### config.mk
export PLATFORM = sky130hd
export DESIGN_NAME = tcm_port_arbiter_flat
export DESIGN_NICKNAME = d
export VERILOG_FILES = /design/src/rtl/tcm_port_arbiter_if.sv /design/src/rtl/tcm_port_arbiter.sv /design/src/flat_wrapper.sv
export SDC_FILE = /design/constraint.sdc
export NUM_CORES = 1
export LEC_CHECK = 0
export BUFFER_PORTS_ARGS = -buffer_cell sky130_fd_sc_hd__buf_2
export CAP_MARGIN = 30
export CELL_PAD_IN_SITES_DETAIL_PLACEMENT = 0
export CELL_PAD_IN_SITES_GLOBAL_PLACEMENT = 1
export CORE_ASPECT_RATIO = 0.7
export CORE_MARGIN = 5
export CORE_UTILIZATION = 30
export CTS_CLUSTER_DIAMETER = 60
export DETAILED_ROUTE_END_ITERATION = 8
export GPL_TIMING_DRIVEN = 0
export MAX_ROUTING_LAYER = met4
export PLACE_DENSITY_LB_ADDON = 0.05
export SYNTH_ARGS = -nofsm -noshare
export SYNTH_HDL_FRONTEND = slang
export SYNTH_SLANG_ARGS = --single-unit
export TNS_END_PERCENT = 10
### constraint.sdc
create_clock -name clk_i -period 5.4 [get_ports clk_i]
set_clock_uncertainty 0.15 [all_clocks]
set_input_delay 0 -clock clk_i [delete_from_list [all_inputs] [get_ports clk_i]]
set_output_delay 0 -clock clk_i [all_outputs]
set_load 0.05 [all_outputs]
### src/rtl/tcm_port_arbiter_if.sv
// Two-master TCM port bundle: M0 (core LSU), M1 (loader/DMA) and the
// single-ported TCM. Signal suffixes are from the arbiter's point of view.
interface tcm_port_arbiter_if #(
    parameter int ADDR_WIDTH = 16
);
    logic                  m0_req_i;
    logic [3:0]            m0_wr_i;
    logic [31:0]           m0_addr_i;
    logic [31:0]           m0_data_i;
    logic                  m1_req_i;
    logic [3:0]            m1_wr_i;
    logic [31:0]           m1_addr_i;
    logic [31:0]           m1_data_i;
    logic                  m1_lock_i;
    logic                  m0_ack_o;
    logic                  m1_ack_o;
    logic                  m0_rvalid_o;
    logic                  m1_rvalid_o;
    logic                  m0_err_o;
    logic                  m1_err_o;
    logic [31:0]           m0_data_o;
    logic [31:0]           m1_data_o;
    logic [ADDR_WIDTH-1:0] ram_addr_o;
    logic [31:0]           ram_data_o;
    logic [3:0]            ram_wr_o;
    logic [31:0]           ram_data_i;

    modport slave (
        input  m0_req_i, m0_wr_i, m0_addr_i, m0_data_i,
        input  m1_req_i, m1_wr_i, m1_addr_i, m1_data_i, m1_lock_i,
        output m0_ack_o, m1_ack_o, m0_rvalid_o, m1_rvalid_o,
        output m0_err_o, m1_err_o, m0_data_o, m1_data_o,
        output ram_addr_o, ram_data_o, ram_wr_o,
        input  ram_data_i
    );

    modport master (
        output m0_req_i, m0_wr_i, m0_addr_i, m0_data_i,
        output m1_req_i, m1_wr_i, m1_addr_i, m1_data_i, m1_lock_i,
        input  m0_ack_o, m1_ack_o, m0_rvalid_o, m1_rvalid_o,
        input  m0_err_o, m1_err_o, m0_data_o, m1_data_o,
        input  ram_addr_o, ram_data_o, ram_wr_o,
        output ram_data_i
    );
endinterface

### src/rtl/tcm_port_arbiter.sv
// Combinational two-master arbiter for a single TCM port with M1 burst
// locking bounded by MAX_BURST against a waiting M0, and a 1-deep response tracker.
module tcm_port_arbiter #(
    parameter int ADDR_WIDTH = 16,
    parameter int MAX_BURST  = 8
) (
    input  logic                clk_i,
    input  logic                rst_i,
    tcm_port_arbiter_if.slave   bus
);

    typedef enum logic [1:0] {
        S_IDLE,
        S_M0,
        S_M1,
        S_M1_BURST
    } state_t;

    localparam logic [7:0] MAXB  = 8'(MAX_BURST);
    localparam logic [8:0] MAXB9 = 9'(MAX_BURST);

    state_t                state_q, state_d;
    logic [7:0]            burst_cnt_q, burst_cnt_d;
    logic                  m1_first;
    logic                  gnt0, gnt1, any_gnt;
    logic                  oor0, oor1, sel_oor;
    logic [ADDR_WIDTH-1:0] ram_addr_q, ram_addr_d;
    logic [31:0]           ram_data_q, ram_data_d;
    logic [3:0]            ram_wr_d;
    logic                  rsp_vld_q, rsp_vld_d;
    logic                  rsp_own_q, rsp_own_d;
    logic                  rsp_err_q, rsp_err_d;

    // Any address bit above the TCM window makes the access out of range.
    function automatic logic out_of_range(input logic [31:0] a);
        logic r;
        r = 1'b0;
        for (int i = ADDR_WIDTH; i < 32; i++) begin
            r = r | a[i];
        end
        return r;
    endfunction

    assign oor0 = out_of_range(bus.m0_addr_i);
    assign oor1 = out_of_range(bus.m1_addr_i);

    // FSM next state, grant decision, TCM port mux and response capture.
    always_comb begin
        m1_first    = 1'b0;
        state_d     = S_IDLE;
        burst_cnt_d = 8'd0;
        ram_addr_d  = ram_addr_q;
        ram_data_d  = ram_data_q;
        ram_wr_d    = 4'd0;
        sel_oor     = 1'b0;

        unique case (state_q)
            S_M0:       m1_first = 1'b1;
            S_M1_BURST: m1_first = (burst_cnt_q < MAXB);
            default:    m1_first = 1'b0;
        endcase

        gnt1    = !rst_i && bus.m1_req_i && (!bus.m0_req_i || m1_first);
        gnt0    = !rst_i && bus.m0_req_i && !gnt1;
        any_gnt = gnt0 || gnt1;

        if (gnt1) begin
            if (bus.m1_lock_i && (({1'b0, burst_cnt_q} + 9'd1) < MAXB9)) begin
                state_d = S_M1_BURST;
            end else begin
                state_d = S_M1;
            end
        end else if (gnt0) begin
            state_d = S_M0;
        end

        if (state_d == S_M1_BURST) begin
            burst_cnt_d = (burst_cnt_q == 8'hFF) ? burst_cnt_q : burst_cnt_q + 8'd1;
        end

        if (gnt1) begin
            ram_addr_d = {2'b00, bus.m1_addr_i[ADDR_WIDTH-1:2]};
            ram_data_d = bus.m1_data_i;
            sel_oor    = oor1;
            ram_wr_d   = oor1 ? 4'd0 : bus.m1_wr_i;
        end else if (gnt0) begin
            ram_addr_d = {2'b00, bus.m0_addr_i[ADDR_WIDTH-1:2]};
            ram_data_d = bus.m0_data_i;
            sel_oor    = oor0;
            ram_wr_d   = oor0 ? 4'd0 : bus.m0_wr_i;
        end

        rsp_vld_d = any_gnt;
        rsp_own_d = gnt1;
        rsp_err_d = any_gnt && sel_oor;
    end

    // State, burst counter, held TCM fields and response tracker registers.
    always_ff @(posedge clk_i or posedge rst_i) begin
        if (rst_i) begin
            state_q     <= S_IDLE;
            burst_cnt_q <= 8'd0;
            ram_addr_q  <= '0;
            ram_data_q  <= 32'd0;
            rsp_vld_q   <= 1'b0;
            rsp_own_q   <= 1'b0;
            rsp_err_q   <= 1'b0;
        end else begin
            state_q     <= state_d;
            burst_cnt_q <= burst_cnt_d;
            ram_addr_q  <= ram_addr_d;
            ram_data_q  <= ram_data_d;
            rsp_vld_q   <= rsp_vld_d;
            rsp_own_q   <= rsp_own_d;
            rsp_err_q   <= rsp_err_d;
        end
    end

    assign bus.m0_ack_o    = gnt0;
    assign bus.m1_ack_o    = gnt1;
    assign bus.ram_addr_o  = ram_addr_d;
    assign bus.ram_data_o  = ram_data_d;
    assign bus.ram_wr_o    = ram_wr_d;

    assign bus.m0_rvalid_o = rsp_vld_q && !rsp_own_q;
    assign bus.m1_rvalid_o = rsp_vld_q && rsp_own_q;
    assign bus.m0_err_o    = bus.m0_rvalid_o && rsp_err_q;
    assign bus.m1_err_o    = bus.m1_rvalid_o && rsp_err_q;
    assign bus.m0_data_o   = (bus.m0_rvalid_o && !rsp_err_q) ? bus.ram_data_i : 32'd0;
    assign bus.m1_data_o   = (bus.m1_rvalid_o && !rsp_err_q) ? bus.ram_data_i : 32'd0;

endmodule
### src/flat_wrapper.sv
// flat-port wrapper written by rule: the top's interface ports become plain ports
module tcm_port_arbiter_flat 
#(
    parameter int ADDR_WIDTH = 16,
    parameter int MAX_BURST  = 8
)
  (clk_i, rst_i, bus_m0_req_i, bus_m0_wr_i, bus_m0_addr_i, bus_m0_data_i, bus_m1_req_i, bus_m1_wr_i, bus_m1_addr_i, bus_m1_data_i, bus_m1_lock_i, bus_m0_ack_o, bus_m1_ack_o, bus_m0_rvalid_o, bus_m1_rvalid_o, bus_m0_err_o, bus_m1_err_o, bus_m0_data_o, bus_m1_data_o, bus_ram_addr_o, bus_ram_data_o, bus_ram_wr_o, bus_ram_data_i);
  tcm_port_arbiter_if #(.ADDR_WIDTH(ADDR_WIDTH)) bus_i ();
  input  logic clk_i;
  input  logic rst_i;
  input wire logic [$bits(bus_i.m0_req_i)-1:0] bus_m0_req_i;
  input wire logic [$bits(bus_i.m0_wr_i)-1:0] bus_m0_wr_i;
  input wire logic [$bits(bus_i.m0_addr_i)-1:0] bus_m0_addr_i;
  input wire logic [$bits(bus_i.m0_data_i)-1:0] bus_m0_data_i;
  input wire logic [$bits(bus_i.m1_req_i)-1:0] bus_m1_req_i;
  input wire logic [$bits(bus_i.m1_wr_i)-1:0] bus_m1_wr_i;
  input wire logic [$bits(bus_i.m1_addr_i)-1:0] bus_m1_addr_i;
  input wire logic [$bits(bus_i.m1_data_i)-1:0] bus_m1_data_i;
  input wire logic [$bits(bus_i.m1_lock_i)-1:0] bus_m1_lock_i;
  output wire logic [$bits(bus_i.m0_ack_o)-1:0] bus_m0_ack_o;
  output wire logic [$bits(bus_i.m1_ack_o)-1:0] bus_m1_ack_o;
  output wire logic [$bits(bus_i.m0_rvalid_o)-1:0] bus_m0_rvalid_o;
  output wire logic [$bits(bus_i.m1_rvalid_o)-1:0] bus_m1_rvalid_o;
  output wire logic [$bits(bus_i.m0_err_o)-1:0] bus_m0_err_o;
  output wire logic [$bits(bus_i.m1_err_o)-1:0] bus_m1_err_o;
  output wire logic [$bits(bus_i.m0_data_o)-1:0] bus_m0_data_o;
  output wire logic [$bits(bus_i.m1_data_o)-1:0] bus_m1_data_o;
  output wire logic [$bits(bus_i.ram_addr_o)-1:0] bus_ram_addr_o;
  output wire logic [$bits(bus_i.ram_data_o)-1:0] bus_ram_data_o;
  output wire logic [$bits(bus_i.ram_wr_o)-1:0] bus_ram_wr_o;
  input wire logic [$bits(bus_i.ram_data_i)-1:0] bus_ram_data_i;
  assign bus_i.m0_req_i = bus_m0_req_i;
  assign bus_i.m0_wr_i = bus_m0_wr_i;
  assign bus_i.m0_addr_i = bus_m0_addr_i;
  assign bus_i.m0_data_i = bus_m0_data_i;
  assign bus_i.m1_req_i = bus_m1_req_i;
  assign bus_i.m1_wr_i = bus_m1_wr_i;
  assign bus_i.m1_addr_i = bus_m1_addr_i;
  assign bus_i.m1_data_i = bus_m1_data_i;
  assign bus_i.m1_lock_i = bus_m1_lock_i;
  assign bus_m0_ack_o = bus_i.m0_ack_o;
  assign bus_m1_ack_o = bus_i.m1_ack_o;
  assign bus_m0_rvalid_o = bus_i.m0_rvalid_o;
  assign bus_m1_rvalid_o = bus_i.m1_rvalid_o;
  assign bus_m0_err_o = bus_i.m0_err_o;
  assign bus_m1_err_o = bus_i.m1_err_o;
  assign bus_m0_data_o = bus_i.m0_data_o;
  assign bus_m1_data_o = bus_i.m1_data_o;
  assign bus_ram_addr_o = bus_i.ram_addr_o;
  assign bus_ram_data_o = bus_i.ram_data_o;
  assign bus_ram_wr_o = bus_i.ram_wr_o;
  assign bus_i.ram_data_i = bus_ram_data_i;
  tcm_port_arbiter #(.ADDR_WIDTH(ADDR_WIDTH), .MAX_BURST(MAX_BURST)) u_core (.clk_i(clk_i), .rst_i(rst_i), .bus(bus_i));
endmodule
## Word-level counts from Yosys, hierarchy flattened

Cells that the tools add are included.

- Bitwise operators: 30
- Eq/ne operators: 5
- Reduce and logical (&&, ||, !) cells: 19
- $lt $le $gt $ge: 2
- $add $sub $neg: 2
- Muxes and demuxes: 18

Operators by type and width:

| operator | count |
|---|---|
| 32-bit two-way mux | 4 |
| 16-bit two-way mux | 2 |
| 1-bit OR | 30 |
| 4-bit two-way mux | 4 |
| 8-bit two-way mux | 2 |
| 1-bit logical AND | 12 |
| 8-bit by 1-bit adder with 9-bit output (second input constant) | 1 |
| 9-bit by 4-bit less-than comparator with 1-bit output (second input constant) | 1 |
| 8-bit by 1-bit adder with 8-bit output (second input constant) | 1 |
| 8-bit == test (second input constant) | 1 |
| 8-bit by 4-bit less-than comparator with 1-bit output (second input constant) | 1 |
| 1-bit logical NOT | 5 |
| 2-bit == test (second input constant) | 2 |
| 1-bit two-way mux | 4 |
| 2-bit by 1-bit == test with 1-bit output (second input constant) | 1 |
| 1-bit logical OR | 2 |
| 2-bit two-way mux | 1 |
| 2-bit != test (second input constant) | 1 |
| 1-bit one-hot mux with 2 select lines | 1 |

- Input port bits: 173
- Output and inout port bits: 122
- Flip-flop bits (word level): 61
- Logic and storage cells: 83

## Longest topological paths before layout

Gate-level depths: netlist of run 1.

- Depth in word-level cells: 18
- Gate-level depth with buffers: 6
- Depth with buffers taken out: 5

## Worst setup path before layout of run 1

No wires, ideal clock.

- Kind: input -> register
- From: in rst_i
- To: reg u_core.ram_addr_q[0]
- Cell stages on the path: 5
- Path slack: 2.616 ns
- Arrival: 2.303 ns
- Data required time: 4.919 ns
- Path buffers: 1
- Setup time: 0.331 ns
- Path through: inv_1 -> o21ai_0 -> clkbuf_1 -> nand2_1 -> o211ai_1

- Cells in the longest elaborated chain, start to end: 7
- Elaborated cells on any way between the ends: 8
- Those cells by class: 2 x mux; 6 x reduce/logical

Ends and longest elaborated chain:

| item | RTL line | text |
|---|---|---|
| from (decl) | flat_wrapper.sv:10 | `input logic rst_i;` |
| 1-bit logical NOT (*) | tcm_port_arbiter.sv:63, tcm_port_arbiter.sv:64 |  |
| 1-bit logical AND (2 in series) | tcm_port_arbiter.sv:63 | `gnt1 = !rst_i && bus.m1_req_i && (!bus.m0_req_i \|\| m1_first);` |
| 1-bit logical NOT | tcm_port_arbiter.sv:64 | `gnt0 = !rst_i && bus.m0_req_i && !gnt1;` |
| 1-bit logical AND | tcm_port_arbiter.sv:64 |  |
| 16-bit two-way mux | tcm_port_arbiter.sv:86 | `end else if (gnt0) begin` |
| 16-bit two-way mux (*) | tcm_port_arbiter.sv:81 | `if (gnt1) begin` |
| net bus_ram_addr_o[0] | flat_wrapper.sv:28 | `output wire logic [$bits(bus_i.ram_addr_o)-1:0] bus_ram_addr_o;` |
| to (signal assigned) | tcm_port_arbiter.sv:111 | `ram_addr_q <= ram_addr_d;` |
| to (decl) | tcm_port_arbiter.sv:27 | `logic [ADDR_WIDTH-1:0] ram_addr_q, ram_addr_d;` |

The timed path passes the listed nets; every way through them passes the cells marked *.
A chain may end at the register's enable or synchronous reset.

## Worst setup path in the final report of run 1

- From: reg u_core.burst_cnt_q[3]
- To: reg u_core.ram_data_q[4]

- Cells in the longest elaborated chain, start to end: 8

Ends and longest elaborated chain:

| item | RTL line | text |
|---|---|---|
| from (decl) | tcm_port_arbiter.sv:23 | `logic [7:0] burst_cnt_q, burst_cnt_d;` |
| from (signal assigned) | tcm_port_arbiter.sv:110 | `burst_cnt_q <= burst_cnt_d;` |
| 8-bit by 4-bit less-than comparator with 1-bit output (*) | tcm_port_arbiter.sv:59 | `S_M1_BURST: m1_first = (burst_cnt_q < MAXB);` |
| 1-bit one-hot mux with 2 select lines (*) | tcm_port_arbiter.sv:57 | `unique case (state_q)` |
| 1-bit logical OR (*) | tcm_port_arbiter.sv:63 |  |
| 1-bit logical AND (*) | tcm_port_arbiter.sv:63 |  |
| 1-bit logical NOT | tcm_port_arbiter.sv:64 |  |
| 1-bit logical AND | tcm_port_arbiter.sv:64 |  |
| 32-bit two-way mux | tcm_port_arbiter.sv:86 |  |
| 32-bit two-way mux (*) | tcm_port_arbiter.sv:81 |  |
| to (signal assigned) | tcm_port_arbiter.sv:112 | `ram_data_q <= ram_data_d;` |
| to (decl) | tcm_port_arbiter.sv:28 | `logic [31:0] ram_data_q, ram_data_d;` |

Mark *: on every way between the ends. The rest lies on a longest branch, timed or not.

==> results.toml, run 1 <==
[run_status]
status = "finished clean"

[timing]
finalCriticalPeriod_ns = 2.88
rsz0062_at_grt = "no"
finalCritPeriodShare = 0.533
fmax_ghz = 0.347
tightest_slew_ns = 0.714
finalSetupTns_ns = 0
setup_viol = 0
finalHoldViolCount = 0
holdWs_ns = 0.0778
timing.slew.headroom = 0.523
slew_violations = 0

[cells_and_area]
fin_nets = 884
area_growth_pct = 83.1
final_util = 0.559
drive_gt1_frac = 0.554

[die]
fp.coreArea_mm2 = 0.0116
fp.dieW_um = 140
ioPinCount = 295
initial_core_util = 0.305
dieArea_mm2 = 0.0142
dieHeight_um = 101
rows = 33

[global_routing]
grt.total_usage = 0.195
grt_max_degree = 33
grt_pass1_vias = 4029
grtUsageMet3 = 0.0460
use_met2 = 0.353
gr-total-overflow = 0
grt_pass1_wl_um = 21200
grt_use_met1 = 0.218
antenna_found_initial = 1
top_usage_layer = "met2"

[power_and_ir_drop]
ir_drop_v = 0.000260
p_leak_uw = 0.00347
total_power_uw = 1860
pwr_density_cell_mw_per_mm2 = 286

[routing]
drc = 0
drtPass1Iterations = 5
finalWirelength_um = 13900
via_count = 3826
via_per_inst = 4.38
drtAntennaViolNets = 0
drtIter0Drc = 87
post_drt_wl_per_cell_um = 15.9

[worst_setup_path]
cp_data_arrival_time_ns = 2.93
cp.required_ns = 5.45
r2r_slack_ns = 2.52
critPathLaunchType = "flop"
cp_max_fo = 10
end_kind = "flop"
crit_type = "reg -> reg"

[clock_tree]
clk_latency_ns = 0.32
htreeDepth = 3
clock-sinks = 60
post_cts_buffers = 0
cts_tree = "yes"
clk_pin_slew_ns = 0.05
cts_buffer_depth = 2
cts_root_buf = "clkbuf_16"
numCtsBuffers = 9

[flow_run]
cap_violations = 0

[place]
dp_hpwl_um = 10800
gp_congestion = 0.857
io_buffers = 290

[synth]
syn_area_per_cell_um2 = 11.6
synth-edff-count = 0
postSynthCellCount = 307
yosysWarnings = 0
synth_compound_area_frac = 0.0528
async_flop_share = 1.00
synthMuxAreaShare = 0.280
synth_seq_cells = 60
yosysSeqAreaShare = 0.422
syn_area_mm2 = 0.00356
synthXorXnorAreaFrac = 0.00493
synthFlopType = "dfrtp_1"
synthSimpleGateAreaFrac = 0.200
synthAdderAreaFrac = 0.00352
yosysUniqueCellTypes = 40
synth_top_family_by_area = "multiplexers"

[hold_path]
hold_class = "in -> reg"
-- area by class of cell --
type                    instances  area, um^2
diodes                          1        2.50
plain buffers                  18         105
clock buffers                  12         256
clock inverters                 4        47.5
fillers                      1062        5130
inverters                       5        18.8
multi-input cells             228        1950
flip-flops and latches         60        1500
well taps                     157         196
repair buffers                388        2440
-- per-stage QoR --
stage / instances / worst slack [ns] / cell area [um^2]
2_1_floorplan: 311 / 2.62 / 3570
3_3_place_gp: 758 / 1.92 / 5220
3_5_place_dp: 760 / 2.95 / 5240
4_1_cts: 872 / 2.52 / 6510
5_1_grt: 873 / 2.36 / 6510
6_report: 873 / 2.52 / 6510
-- worst max-delay path, stage by stage (launching register included) --
cell and delay (ns):
dfrtp_1 0.42, or4b_4 0.57, o211ai_4 0.35, nand2_4 0.18, buf_6 0.20, mux2_4 0.31
dlygate4sd3_1 0.57
-- layer usage --
metal,wire length (um),share of wire,up-vias
met1,5530,0.40,1792
met3,794,0.057,21
met4,265,0.019,0
met5,0,0,-
met2,7300,0.53,139
li1,-,-,1874
-- cell usage in the layout, fill, tap and decap left out, types with 2 or more instances in the layout --
cell,instances
a32o_1,4
and2_1,68
and3_1,2
buf_1,3
buf_2,292
buf_6,4
clkbuf_1,9
clkbuf_16,9
clkbuf_8,2
clkinv_2,2
conb_1,5
dfrtp_1,60
dlygate4sd3_1,96
inv_1,4
mux2_2,41
mux2_4,35
nand2_1,18
nand3_1,8
nor2_1,2
nor2b_1,5
nor3_1,3
nor4_1,8
o211ai_1,8
o21ai_0,2
xnor2_1,2
-- Yosys cell counts (2+ instances only) --
cell / n / area (um^2)
inv_1: 5 / 18.8
nand3_1: 8 / 40.0
a32o_1: 4 / 40.0
nand2_1: 18 / 67.6
mux2_2: 41 / 462
o21ai_0: 2 / 10.0
buf_1: 2 / 7.51
nor4_1: 8 / 50.1
dfrtp_1: 60 / 1500
nor3_1: 3 / 15.0
and2_1: 68 / 425
nor2b_1: 5 / 31.3
clkbuf_1: 8 / 30.0
buf_6: 4 / 45.0
mux2_4: 35 / 526
nor2_1: 2 / 7.51
buf_2: 2 / 10.0
and3_1: 2 / 12.5
xnor2_1: 2 / 17.5
o211ai_1: 8 / 60.1
-- final timing paths --
check,end,startpoint,cells after the start
worst max-delay path,u_core.ram_data_q[4]$_DFF_PP0_,u_core.burst_cnt_q[3]$_DFFE_PP0P_,6
worst min-delay path,u_core.rsp_err_q$_DFF_PP0_,bus_m0_addr_i[24],5
worst max register to register,u_core.ram_data_q[4]$_DFF_PP0_,u_core.burst_cnt_q[3]$_DFFE_PP0P_,6
worst min register to register,u_core.ram_addr_q[14]$_DFF_PP0_,u_core.ram_addr_q[14]$_DFF_PP0_,1
max in group asynchronous,u_core.ram_data_q[12]$_DFF_PP0_,rst_i,4
min in group asynchronous,u_core.burst_cnt_q[2]$_DFFE_PP0P_,rst_i,3
-- timing repair --
action | CTS | global route
endpoints found under the setup margin | 0 | 0
hold buffers | 96 | 0
hold endpoints to repair | 82 | 0
gates resized for setup | 0 | 0
-- flip-flops by register name (all words and copies together), names as in the netlist --
register,cells
u_core.rsp_vld_q,1
u_core.burst_cnt_q,8
u_core.rsp_own_q,1
u_core.ram_data_q,32
u_core.rsp_err_q,1
u_core.state_q,1
u_core.ram_addr_q,16
-- where the power goes --
| part | leakage, uW | internal (uW) | switching (uW) | total, uW |
|---|---|---|---|---|
| combinational | 0.00260 | 318 | 438 | 756 |
| clock | 0.000149 | 380 | 200 | 580 |
| sequential | 0.000723 | 511 | 17.1 | 528 |
| total | 0.00347 | 1210 | 654 | 1860 |
-- cells by family (layout without fill, tap and decap cells) --
| kind of cell | count (synthesis) | after routing |
|---|---|---|
| buffers and inverters | 23 | 427 |
| and+or+nand+nor | 121 | 121 |
| muxes | 77 | 77 |
| adders and majority gates | 1 | 1 |
| AOI/OAI and AO/OA | 22 | 22 |
| xor gates and xnor gates | 2 | 2 |
| other | 1 | 6 |
| DFF | 60 | 60 |
Power figures use the tool's default switching activity.
==> run 2: changes to the inputs <==
Settings changed: CORE_UTILIZATION 30 to 27.
Clock period 5.4 ns to 3 ns, I/O delays scaled along.
==> results.toml, run 2 (same netlist as run 1, synthesis figures left out) <==
[cells_and_area]
final_util = 0.500
top_regs = "u_core.ram_data_q: 32 flops, u_core.ram_addr_q: 16 flops, u_core.burst_cnt_q: 8 flops"
diodes = 0
largest_reg_flops = 32
design_area_mm2 = 0.00653
drive_gt1_frac = 0.553
final_common_cell = "buf_2"
fin_cells = 882
fin_nets = 886
largest-register = "u_core.ram_data_q"
area_growth_pct = 83.6
final_cell_mix = "buf_2 (292), dlygate4sd3_1 (96), and2_1 (68)"

[clock_tree]
clk_pin_slew_ns = 0.05
cts_root_buf = "clkbuf_16"
cts_buffer_depth = 2
clk_latency_ns = 0.32
numCtsBuffers = 9
clock-sinks = 60
htreeDepth = 3
cts_tree = "yes"

[worst_setup_path]
reg2reg_from = "u_core.burst_cnt_q[3]$_DFFE_PP0P_"
crit_type = "reg -> reg"
cp.required_ns = 3.04
cp_data_arrival_time_ns = 2.77
critPathLaunchType = "flop"
startpoint = "u_core.burst_cnt_q[3]$_DFFE_PP0P_"
end_kind = "flop"
cp_max_fo = 11

[flow_run]
cap_violations = 0

[routing]
finalWirelength_um = 13800
via_count = 3849
drtIter0Drc = 86
post_drt_wl_per_cell_um = 15.6
drtAntennaViolNets = 0
via_per_inst = 4.36
drtPass1Iterations = 5
drc = 0

[place]
dp_hpwl_um = 10900
place_inst = 770
placed_area_mm2 = 0.00529
gp_congestion = 0.795
io_buffers = 290

[die]
fp.dieW_um = 147
initial_core_util = 0.272
dieArea_mm2 = 0.0156
rows = 35
ioPinCount = 295
dieHeight_um = 106
fp.coreArea_mm2 = 0.0131

[timing]
timing.slew.headroom = 0.578
finalCriticalPeriod_ns = 2.73
finalHoldViolCount = 0
finalCritPeriodShare = 0.909
setup_viol = 0
fmax_ghz = 0.367
tightest_slew_ns = 0.633
finalSetupTns_ns = 0
rsz0062_at_grt = "no"
slew_violations = 0

[run_status]
status = "finished clean"

[power_and_ir_drop]
pwr_density_cell_mw_per_mm2 = 498
ir_drop_v = 0.000457
p_leak_uw = 0.00348
total_power_uw = 3250

[global_routing]
grt_max_degree = 22
grt.total_usage = 0.174
antenna_found_initial = 0
grt_pass1_vias = 4080
grt_pass1_wl_um = 21100
gr-total-overflow = 0

[hold_path]
hold_class = "in -> reg"
min_from = "bus_m0_addr_i[26]"
## run 2: path summary, 6_finish.rpt
| path | end | slack [ns] | cells after the start |
|---|---|---|---|
| max in group asynchronous | u_core.ram_data_q[8]$_DFF_PP0_ | 1.89 | 5 |
| min in group asynchronous | u_core.ram_addr_q[15]$_DFF_PP0_ | 0.14 | 3 |
| hold / removal | u_core.rsp_err_q$_DFF_PP0_ | 0.09 | 5 |
| setup / recovery | u_core.ram_data_q[7]$_DFF_PP0_ | 0.27 | 7 |
| setup reg to reg | u_core.ram_data_q[7]$_DFF_PP0_ | 0.27 | 7 |
| hold reg to reg | u_core.ram_addr_q[14]$_DFF_PP0_ | 0.32 | 1 |
## run 2: per-stage QoR
stage,worst slack (ns),hold WS [ns]
final,0.272,0.0914
after global routing,0.133,0.188
after CTS,0.119,0.0998
after detailed placement,0.540,-0.0718
after global placement,-0.486,0.0910
after floorplan,0.216,0.0569
## run 2: layer usage
layer | global-route usage | up-vias | share of wire
met4 | 0.0499 | 0 | 0.019
met5 | - | - | 0
met2 | 0.318 | 144 | 0.53
met3 | 0.0405 | 18 | 0.060
met1 | 0.192 | 1802 | 0.40
li1 | - | 1885 | -
## run 2: critical path, stage by stage (launching register included)
cell	delay, ns
dfrtp_1	0.41
or4b_4	0.57
o211ai_4	0.23
nand2_4	0.15
inv_1	0.16
buf_4	0.21
o211ai_1	0.14
dlygate4sd3_1	0.58
## run 2: area by class of cell
| cell class | instances | area, um^2 |
|---|---|---|
| Fill cell | 1249 | 6520 |
| Inverter | 5 | 18.8 |
| Clock inverter | 2 | 10.0 |
| Clock buffer | 13 | 260 |
| Sequential cell | 60 | 1500 |
| Buffer | 18 | 105 |
| Tap cell | 166 | 208 |
| Multi-Input combinational cell | 228 | 1950 |
| Timing Repair Buffer | 390 | 2480 |
## run 2: power breakdown
part,total [uW],switching [uW],internal (uW)
clock,936,340,596
sequential,950,30.0,920
combinational,1370,788,578
total,3250,1160,2090
## run 2: what timing repair did
action                                  in CTS  in global routing
hold buffers                                96                  0
hold endpoints to repair                    90                  0
setup buffers                                0                  1
endpoints found under the setup margin       0                  5
gates resized for setup                      0                  0
